<file path="src/rtl/clock_pkg.sv">
// clock_pkg: shared state encoding, field selects, load indices and default moduli.
package clock_pkg;
  typedef enum logic [1:0] {
    ST_RUN   = 2'd0,
    ST_SET_H = 2'd1,
    ST_SET_M = 2'd2,
    ST_SET_S = 2'd3
  } state_t;
  localparam logic [1:0] SEL_NONE = 2'd0;
  localparam logic [1:0] SEL_H = 2'd1;
  localparam logic [1:0] SEL_M = 2'd2;
  localparam logic [1:0] SEL_S = 2'd3;
  localparam int LD_H = 2;
  localparam int LD_M = 1;
  localparam int LD_S = 0;
  localparam int MOD_H_DEF = 24;
  localparam int MOD_M_DEF = 60;
  localparam int MOD_S_DEF = 60;
  function automatic logic [1:0] sel_of(state_t s);
    return s == ST_SET_H ? SEL_H : s == ST_SET_M ? SEL_M : s == ST_SET_S ? SEL_S : SEL_NONE;
  endfunction
  function automatic logic [2:0] ld_of(state_t s);
    return s == ST_SET_H ? 3'(1 << LD_H) : s == ST_SET_M ? 3'(1 << LD_M) :
           s == ST_SET_S ? 3'(1 << LD_S) : 3'b000;
  endfunction
endpackage

</file>
<file path="src/rtl/btn_debounce.sv">
// btn_debounce: 2-FF synchroniser, stable-count debounce and registered press pulse.
module btn_debounce #(
  parameter int DB_CYCLES = 4
) (
  input  logic clk,
  input  logic rst_n,
  input  logic btn,
  output logic press
);
  localparam int CW = $clog2(DB_CYCLES + 1);
  logic [1:0] sync;
  logic [CW-1:0] cnt;
  logic level, level_d;
  always_ff @(posedge clk or negedge rst_n) begin
    if (!rst_n) begin
      sync    <= '0;
      cnt     <= '0;
      level   <= 1'b0;
      level_d <= 1'b0;
      press   <= 1'b0;
    end else begin
      sync    <= {sync[0], btn};
      level_d <= level;
      press   <= level & ~level_d;
      // any agreeing cycle restarts the stability window
      if (sync[1] != level) begin
        if (cnt == CW'(DB_CYCLES - 1)) begin
          level <= sync[1];
          cnt   <= '0;
        end else cnt <= cnt + CW'(1);
      end else cnt <= '0;
    end
  end
endmodule

</file>
<file path="src/rtl/clock_set_ctrl.sv">
// clock_set_ctrl: button-driven set-mode FSM that edits hour/minute/second fields
// and drives the field counters' load strobes and run enable.
module clock_set_ctrl
  import clock_pkg::*;
#(
  parameter int W         = 6,
  parameter int MOD_H     = MOD_H_DEF,
  parameter int MOD_M     = MOD_M_DEF,
  parameter int MOD_S     = MOD_S_DEF,
  parameter int DB_CYCLES = 4
) (
  input  logic         Clk,
  input  logic         RST,
  input  logic         BTN_MODE,
  input  logic         BTN_INC,
  input  logic         BTN_DEC,
  input  logic [W-1:0] CNT_H,
  input  logic [W-1:0] CNT_M,
  input  logic [W-1:0] CNT_S,
  output logic         RUN_EN,
  output logic [2:0]   LOAD,
  output logic [W-1:0] DATA,
  output logic [1:0]   SEL,
  output logic         SET_MODE
);
  logic p_mode, p_inc, p_dec;
  state_t state, state_nx;
  logic [W-1:0] edit, edit_nx, max_cur, max_nx, cnt_nx;
  logic [2:0] load_nx;
  logic step_up, step_dn;
  btn_debounce #(.DB_CYCLES(DB_CYCLES)) u_mode (.clk(Clk), .rst_n(RST), .btn(BTN_MODE), .press(p_mode));
  btn_debounce #(.DB_CYCLES(DB_CYCLES)) u_inc  (.clk(Clk), .rst_n(RST), .btn(BTN_INC),  .press(p_inc));
  btn_debounce #(.DB_CYCLES(DB_CYCLES)) u_dec  (.clk(Clk), .rst_n(RST), .btn(BTN_DEC),  .press(p_dec));
  always_comb begin
    state_nx = p_mode ? state_t'(state + 2'd1) : state;
    max_cur  = state == ST_SET_H ? W'(MOD_H - 1) : state == ST_SET_M ? W'(MOD_M - 1) : W'(MOD_S - 1);
    max_nx   = state_nx == ST_SET_H ? W'(MOD_H - 1) : state_nx == ST_SET_M ? W'(MOD_M - 1) : W'(MOD_S - 1);
    cnt_nx   = state_nx == ST_SET_H ? CNT_H : state_nx == ST_SET_M ? CNT_M : CNT_S;
    // MODE dominates; INC and DEC together cancel
    step_up  = !p_mode && p_inc && !p_dec && state != ST_RUN;
    step_dn  = !p_mode && p_dec && !p_inc && state != ST_RUN;
    edit_nx  = (p_mode && state_nx != ST_RUN) ? (cnt_nx > max_nx ? '0 : cnt_nx) :
               step_up ? (edit == max_cur ? '0 : edit + W'(1)) :
               step_dn ? (edit == '0 ? max_cur : edit - W'(1)) : edit;
    load_nx  = (step_up || step_dn) ? ld_of(state) : 3'b000;
  end
  always_ff @(posedge Clk or negedge RST) begin
    if (!RST) begin
      state    <= ST_RUN;
      edit     <= '0;
      LOAD     <= '0;
      DATA     <= '0;
      SEL      <= SEL_NONE;
      RUN_EN   <= 1'b1;
      SET_MODE <= 1'b0;
    end else begin
      state    <= state_nx;
      edit     <= edit_nx;
      LOAD     <= load_nx;
      SEL      <= sel_of(state_nx);
      RUN_EN   <= state_nx == ST_RUN;
      SET_MODE <= state_nx != ST_RUN;
      if (|load_nx) DATA <= edit_nx;
    end
  end
endmodule

</file>
<file path="config.mk">
export PLATFORM = sky130hd
export DESIGN_NAME = clock_set_ctrl
export DESIGN_NICKNAME = d
export VERILOG_FILES = /design/src/rtl/clock_pkg.sv /design/src/rtl/btn_debounce.sv /design/src/rtl/clock_set_ctrl.sv
export SDC_FILE = /design/constraint.sdc
export NUM_CORES = 1
export LEC_CHECK = 0
export ABC_AREA = 0
export ABC_CLOCK_PERIOD_IN_PS = 2900
export CORE_UTILIZATION = 45
export CTS_BUF_LIST = sky130_fd_sc_hd__clkbuf_2 sky130_fd_sc_hd__clkbuf_4 sky130_fd_sc_hd__clkbuf_8
export CTS_CLUSTER_DIAMETER = 60
export DETAILED_ROUTE_END_ITERATION = 8
export GPL_ROUTABILITY_DRIVEN = 0
export PLACE_DENSITY = 0.68
export REMOVE_ABC_BUFFERS = 1
export SLEW_MARGIN = 20
export SYNTH_ARGS = -nofsm -noshare
export SYNTH_HDL_FRONTEND = slang
export SYNTH_SLANG_ARGS = --single-unit
</file>
<file path="constraint.sdc">
create_clock -name Clk -period 2.9 [get_ports Clk]
set_input_delay 0.435 -clock Clk [delete_from_list [all_inputs] [get_ports Clk]]
set_output_delay 0.435 -clock Clk [all_outputs]
set_load 0.05 [all_outputs]
</file>
Word-level counts from Yosys, hierarchy flattened

Index checks and enable logic that the tools add are counted.

Bits of input ports: 23
Flip-flop bits (word level): 45

Bitwise gates (word level): 6
Multiplexer cells: 24
Equal/unequal tests: 13
Reductions and logical operators: 19
$add $sub $neg: 6
$lt $le $gt $ge: 1

Operators by type and width:

| operator                                         | count |
|---|---|
| 2-to-1 mux 6 bit                                 | 10 |
| 2-to-1 mux 3 bit                                 | 8 |
| 2-to-1 mux 2 bit                                 | 5 |
| adder 3 x 1 -> 3 bit, second input constant      | 3 |
| == test 3 x 2 -> 1 bit, second input constant    | 3 |
| == test 2 bit, second input constant             | 4 |
| logical AND 1 bit                                | 7 |
| adder 6 x 1 -> 6 bit, second input constant      | 1 |
| == test 6 bit                                    | 1 |
| > comparator 6 bit                               | 1 |
| zero test 6 bit                                  | 1 |
| AND reduction 2 bit                              | 3 |
| subtractor 6 x 1 -> 6 bit, second input constant | 1 |
| == test 2 x 1 -> 1 bit, second input constant    | 2 |
| nonzero test 2 bit                               | 2 |
| AND 1 bit                                        | 3 |
| zero test 1 bit                                  | 3 |
| != test 1 bit                                    | 3 |
| inverter 1 bit                                   | 3 |
| OR reduction 3 bit                               | 1 |
| adder 2 x 1 -> 2 bit, second input constant      | 1 |
| zero test 2 bit                                  | 1 |
| logical OR 1 bit                                 | 1 |
| 2-to-1 mux 1 bit                                 | 1 |

Logic depth before layout (Yosys ltp)

Depth after elaboration: 8
Gate-level depth with buffers: 9
Depth with buffers taken out: 7

By module

Synthesis repeated with hierarchy kept, for this count alone.

Cell total of the unflattened synthesis: 247
Area, all modules: 2676.3 µm²

Modules (own cells, without submodules):

| module         | instances | area each (µm²) | cells each |
|---|---|---|---|
| clock_set_ctrl | 1         | 1843.0          | 199 |
| btn_debounce   | 3         | 277.8           | 16 |

Worst setup path after synthesis

No wires, ideal clock.

Path type: flip-flop to flip-flop
From: reg state[0]
To: reg edit[3]
Setup slack: 0.673 ns
Cell stages (with the launch flop): 8
Arrival time: 2.083 ns
Setup time: 0.144 ns
Data required time: 2.756 ns
Path buffers: 0
Path through: dfrtp_1 inv_1 ha_1 or4b_4 o311a_1 a31o_1 a21oi_2 o22ai_1

Longest elaborated chain between the ends: 8
Elaborated cells between the ends (all ways): 22
Classes of those cells: add/sub (1); order compare (1); eq/ne (4); mux (11); reduce/logical (5)

RTL lines:

| element                        | RTL line             | source |
|---|---|---|
| start, declared                | clock_set_ctrl.sv:27 | `state_t state, state_nx;` |
| start signal, assigned         | clock_set_ctrl.sv:57 | `state <= state_nx;` |
| adder 2 x 1 -> 2 bit           | clock_set_ctrl.sv:35 | `state_nx = p_mode ? state_t'(state + 2'd1) : state;` |
| 2-to-1 mux 2 bit               | clock_set_ctrl.sv:35 |  |
| == test 2 bit                  | clock_set_ctrl.sv:38 | `cnt_nx = state_nx == ST_SET_H ? CNT_H : state_nx == ST_SET_M ? CNT_M : CNT_S;` |
| 2-to-1 mux 6 bit (2 in series) | clock_set_ctrl.sv:38 |  |
| > comparator 6 bit             | clock_set_ctrl.sv:42 | `edit_nx = (p_mode && state_nx != ST_RUN) ? (cnt_nx > max_nx ? '0 : cnt_nx) :` |
| 2-to-1 mux 6 bit               | clock_set_ctrl.sv:42 |  |
| 2-to-1 mux 6 bit (*)           | clock_set_ctrl.sv:42 |  |
| named net edit_nx[3]           | clock_set_ctrl.sv:28 | `logic [W-1:0] edit, edit_nx, max_cur, max_nx, cnt_nx;` |
| end signal, assigned           | clock_set_ctrl.sv:58 | `edit <= edit_nx;` |
| end, declared                  | clock_set_ctrl.sv:28 |  |

The timed path passes the listed nets; every way through them passes the cells marked *.
A chain may end at the register's enable or synchronous reset.

Final worst setup path

From: reg state[1]
To: reg edit[1]

The elaborated chain is that of the path after synthesis.

==> impl_metrics.py <==
metrics = {
    "worst_hold_path": {
        "hold_class": "in2async",
    },
    "global_route": {
        "grt_pass1_vias": 1755,
        "grtUsageMet3_pct": 3.473,
        "grtUsageMet2_pct": 28.65,
        "grt_max_degree": 46,
        "grt.overflow.total": 0,
        "grt_usage_pct": 18.49,
        "grt_pass1_wl_um": 8542,
        "grt-busiest-layer": "met2",
        "grtUsageMet1_pct": 26.21,
        "antenna_found_initial": 0,
    },
    "synthesis": {
        "ys_seq_area_share_pct": 45.39,
        "synth_cell_type_count": 64,
        "yosys_warnings": 0,
        "post_synth.cell_area_avg_um2": 10.71,
        "syn-cell-area_mm2": 0.002484,
        "synth_edf_count": 0,
        "syn_inst": 232,
        "synth-seq-cells": 45,
        "async_flop_share_pct": 100.0,
        "synthFlopType": "dfrtp_1",
    },
    "cells_and_area": {
        "drive_gt1_share_pct": 10.37,
        "final_cells": 340,
        "fin_util_pct": 57.50,
        "ff_latch_area_mm2": 0.001127,
        "nNetsFinal": 302,
        "area_growth_pct": 20.50,
        "nFillCells": 448,
        "multi_input_area_mm2": 0.001240,
        "antenna_cells": 0,
    },
    "worst_setup_path": {
        "rrSetupSlack_ns": 0.47,
        "crit_family": "compound AO/OA/AOI/OAI gates",
        "crit_path_top_delay_cell": "dfrtp_1",
        "r2r_cells": 7,
        "cp.required_ns": 3.07,
        "cp-end-kind": "flip-flop",
        "crit_chain": "inv_1, ha_1, and3_1, nor3_1, o211ai_1, a22oi_1, o21ai_0",
        "rr_endpoint": "edit[1]",
        "r2r-start": "state[1]",
        "setup.worst_path.class": "reg2reg",
        "arrival_ns": 2.61,
        "startpoint_type": "flip-flop",
        "critPathBufInv": 1,
        "worst-path-max-fanout": 9,
        "crit_path_max_incr_delay_ns": 0.49,
    },
    "routing": {
        "drc_errors": 0,
        "antenna_left": 0,
        "routedWlPerCell_um": 15.16,
        "drtIter0Drc": 135,
        "first_pass_iters": 4,
        "finalWirelength_um": 5154,
        "routed_via_density": 5.538,
        "vias": 1883,
    },
    "floorplan": {
        "pin_count": 36,
        "rows": 26,
        "initial_utilization_pct": 47.72,
        "fp.dieW_um": 76.29,
        "die-area_mm2": 0.005820,
        "fp.coreArea_mm2": 0.005205,
        "die_h_um": 76.29,
    },
    "clock_network": {
        "cts-hold-fix-buffers": 0,
        "insertion_delay_ns": 0.31,
        "ctsResizeCount": 0,
        "ctsRootBufferMaster": "clkbuf_8",
        "cts.sinks": 45,
        "clk_pin_slew_worst_paths_ns": 0.09,
        "cts_setup_buffers": 0,
        "cts_tree": "done",
        "htree_levels": 2,
        "max-clock-path-buffers": 2,
        "cts_inserted_buffers": 5,
    },
    "power_and_ir_drop": {
        "p_int_w": 0.001900,
        "switching_power_w": 0.001661,
        "clock_power_share_pct": 12.0,
        "p_seq_share_pct": 31.6,
        "switching_share_pct": 46.64,
        "power.leakage_nw": 1.271,
        "power_density_mw_per_mm2": 1190,
        "vdd_drop_max_mv": 0.7540,
        "combPwrFrac_pct": 56.4,
    },
    "sta": {
        "hold-worst-slack_ns": 0.1028,
        "fin_setup_tns_ns": 0,
        "fin_crit_sh_pct": 83.87,
        "worst_slew_pin_slew_ns": 0.5543,
        "fin_worst_skew_ns": 0.007306,
        "period_needed_ns": 2.432,
        "clock.fmax_mhz": 411.1,
        "rsz0062_at_grt": "false",
        "hold_viol_final": 0,
        "relSlewSlack_pct": 63.05,
        "slew_viol_final": 0,
        "setup_viol": 0,
    },
    "place": {
        "dpl.cell_count": 332,
        "port_buffers": 35,
        "hpwlAfterDp_um": 3713,
    },
    "outcome": {
        "run_status": "completed",
    },
    "run": {
        "drv_cap": 0,
    },
}
[power groups by stage]
stage | Clock, W | Sequential, W | Combinational, W
6_report | 0.000426 | 0.00113 | 0.00201
5_1_grt | 0.000459 | 0.00117 | 0.00219
4_1_cts | 0.000440 | 0.00113 | 0.00200
3_5_place_dp | 0 | 0.00114 | 0.00199
3_3_place_gp | 0 | 0.00114 | 0.00197
2_1_floorplan | 0 | 0.00140 | 0.00113
[layer usage]
metal  vias to the layer above  wire length, um
met1                       902             2464
met2                        46             2417
met3                         6              229
met4                         0               43
met5                         -                0
li1                        929                -
[cell type report]
cell class	count	share of cell area, %
flip-flops and latches	45	37.67
inverters	16	2.007
repair buffers	39	12.63
well taps	70	2.926
clock buffers	6	2.759
clock inverters	2	0.5853
multi-input cells	162	41.43
[placed cells by master, fill, tap and decap left out, types with 2 or more instances in the layout]
cell / instances
xor2_1: 2
buf_4: 5
o2111ai_1: 4
o211ai_1: 3
clkdlybuf4s50_1: 34
o21ai_0: 8
nor3_1: 10
mux2i_1: 10
o22ai_1: 3
nor2_1: 9
clkbuf_8: 6
mux2_2: 3
xnor2_1: 6
nor2b_1: 6
or2_2: 2
a32oi_1: 2
a21oi_1: 12
and2_1: 5
and3b_1: 2
o21bai_1: 3
dfrtp_1: 44
nand2b_1: 2
nand2_1: 8
nand3b_1: 3
inv_1: 16
a211oi_1: 3
nor3b_1: 6
nand3_1: 6
ha_1: 10
and3_1: 3
[stage by stage]
step	total power (W)	setup WS, ns	area (um2)
4_1_cts	0.003570	0.4988	2990
6_report	0.003561	0.4678	2993
3_3_place_gp	0.003108	0.5570	2890
5_1_grt	0.003816	0.2089	2993
3_5_place_dp	0.003128	0.5290	2890
2_1_floorplan	0.002538	0.2754	2427
[synth_stat cells (all sizes together) (2+ instances only)]
cell | number | area, um2
a211oi | 3 | 22.52
a21oi | 13 | 68.82
a32oi | 2 | 17.52
and2 | 5 | 31.28
and3 | 3 | 18.77
and3b | 2 | 17.52
buf | 7 | 38.78
clkbuf | 2 | 17.51
dfrtp | 44 | 1101
ha | 10 | 125.1
inv | 16 | 60.06
mux2 | 4 | 45.04
mux2i | 10 | 100.1
nand2 | 8 | 30.03
nand2b | 2 | 12.51
nand3 | 6 | 30.03
nand3b | 3 | 22.52
nor2 | 9 | 33.78
nor2b | 6 | 37.54
nor3 | 10 | 50.05
nor3b | 6 | 45.04
nor4 | 3 | 40.04
o2111ai | 4 | 35.03
o211ai | 4 | 43.79
o21ai | 9 | 45.04
o21bai | 3 | 22.52
o22ai | 3 | 18.77
o311ai | 2 | 17.52
or2 | 2 | 12.51
or4b | 2 | 23.77
xnor2 | 6 | 52.55
xor2 | 2 | 17.52
[worst register-to-register path, delay by kind of cell (launching register included)]
kind                     cells  cell delay, ns
buffers and inverters        1            0.14
AND/OR/NAND/NOR              2            0.51
AO/OA/AOI/OAI                3            0.75
adder cells (fa/ha/maj)      1            0.42
flip-flops                   1            0.49
[state kept, by name, indices dropped and copies added, names as in the netlist]
register and count:
DATA 6, edit 6, LOAD 3, u_dec.cnt 3
u_inc.cnt 3, u_mode.cnt 3, SEL 2, state 2
u_dec.sync 2, u_inc.sync 2, u_mode.sync 2, RUN_EN 1
SET_MODE 1, u_dec.level 1, u_dec.level_d 1, u_dec.press 1
u_inc.level 1, u_inc.level_d 1, u_inc.press 1, u_mode.level 1
u_mode.level_d 1, u_mode.press 1
[cells by family (layout without fill, tap and decap cells)]
kind of cell    count (synthesis)  after routing  share of synthesized area (%)
compound gates                 59             59                          17.33
xor+xnor                        8              8                          2.821
fa+ha+maj                      10             10                          5.038
buf+inv                        25             63                          4.685
flops                          45             45                          45.39
mux                            14             14                          5.844
simple gates                   71             71                          18.89
[worst max-delay path by stage]
stage                   from  endpoint  slack, ns  cells after the start
floorplan           state[0]   edit[3]       0.28                      7
global placement    state[1]   edit[1]       0.56                      7
detailed placement  state[1]   edit[1]       0.53                      7
CTS                 state[1]   edit[1]       0.50                      7
global route        state[1]   edit[2]       0.21                      6
finish              state[1]   edit[1]       0.47                      7
No activity file was read; power rests on OpenSTA's default activity.
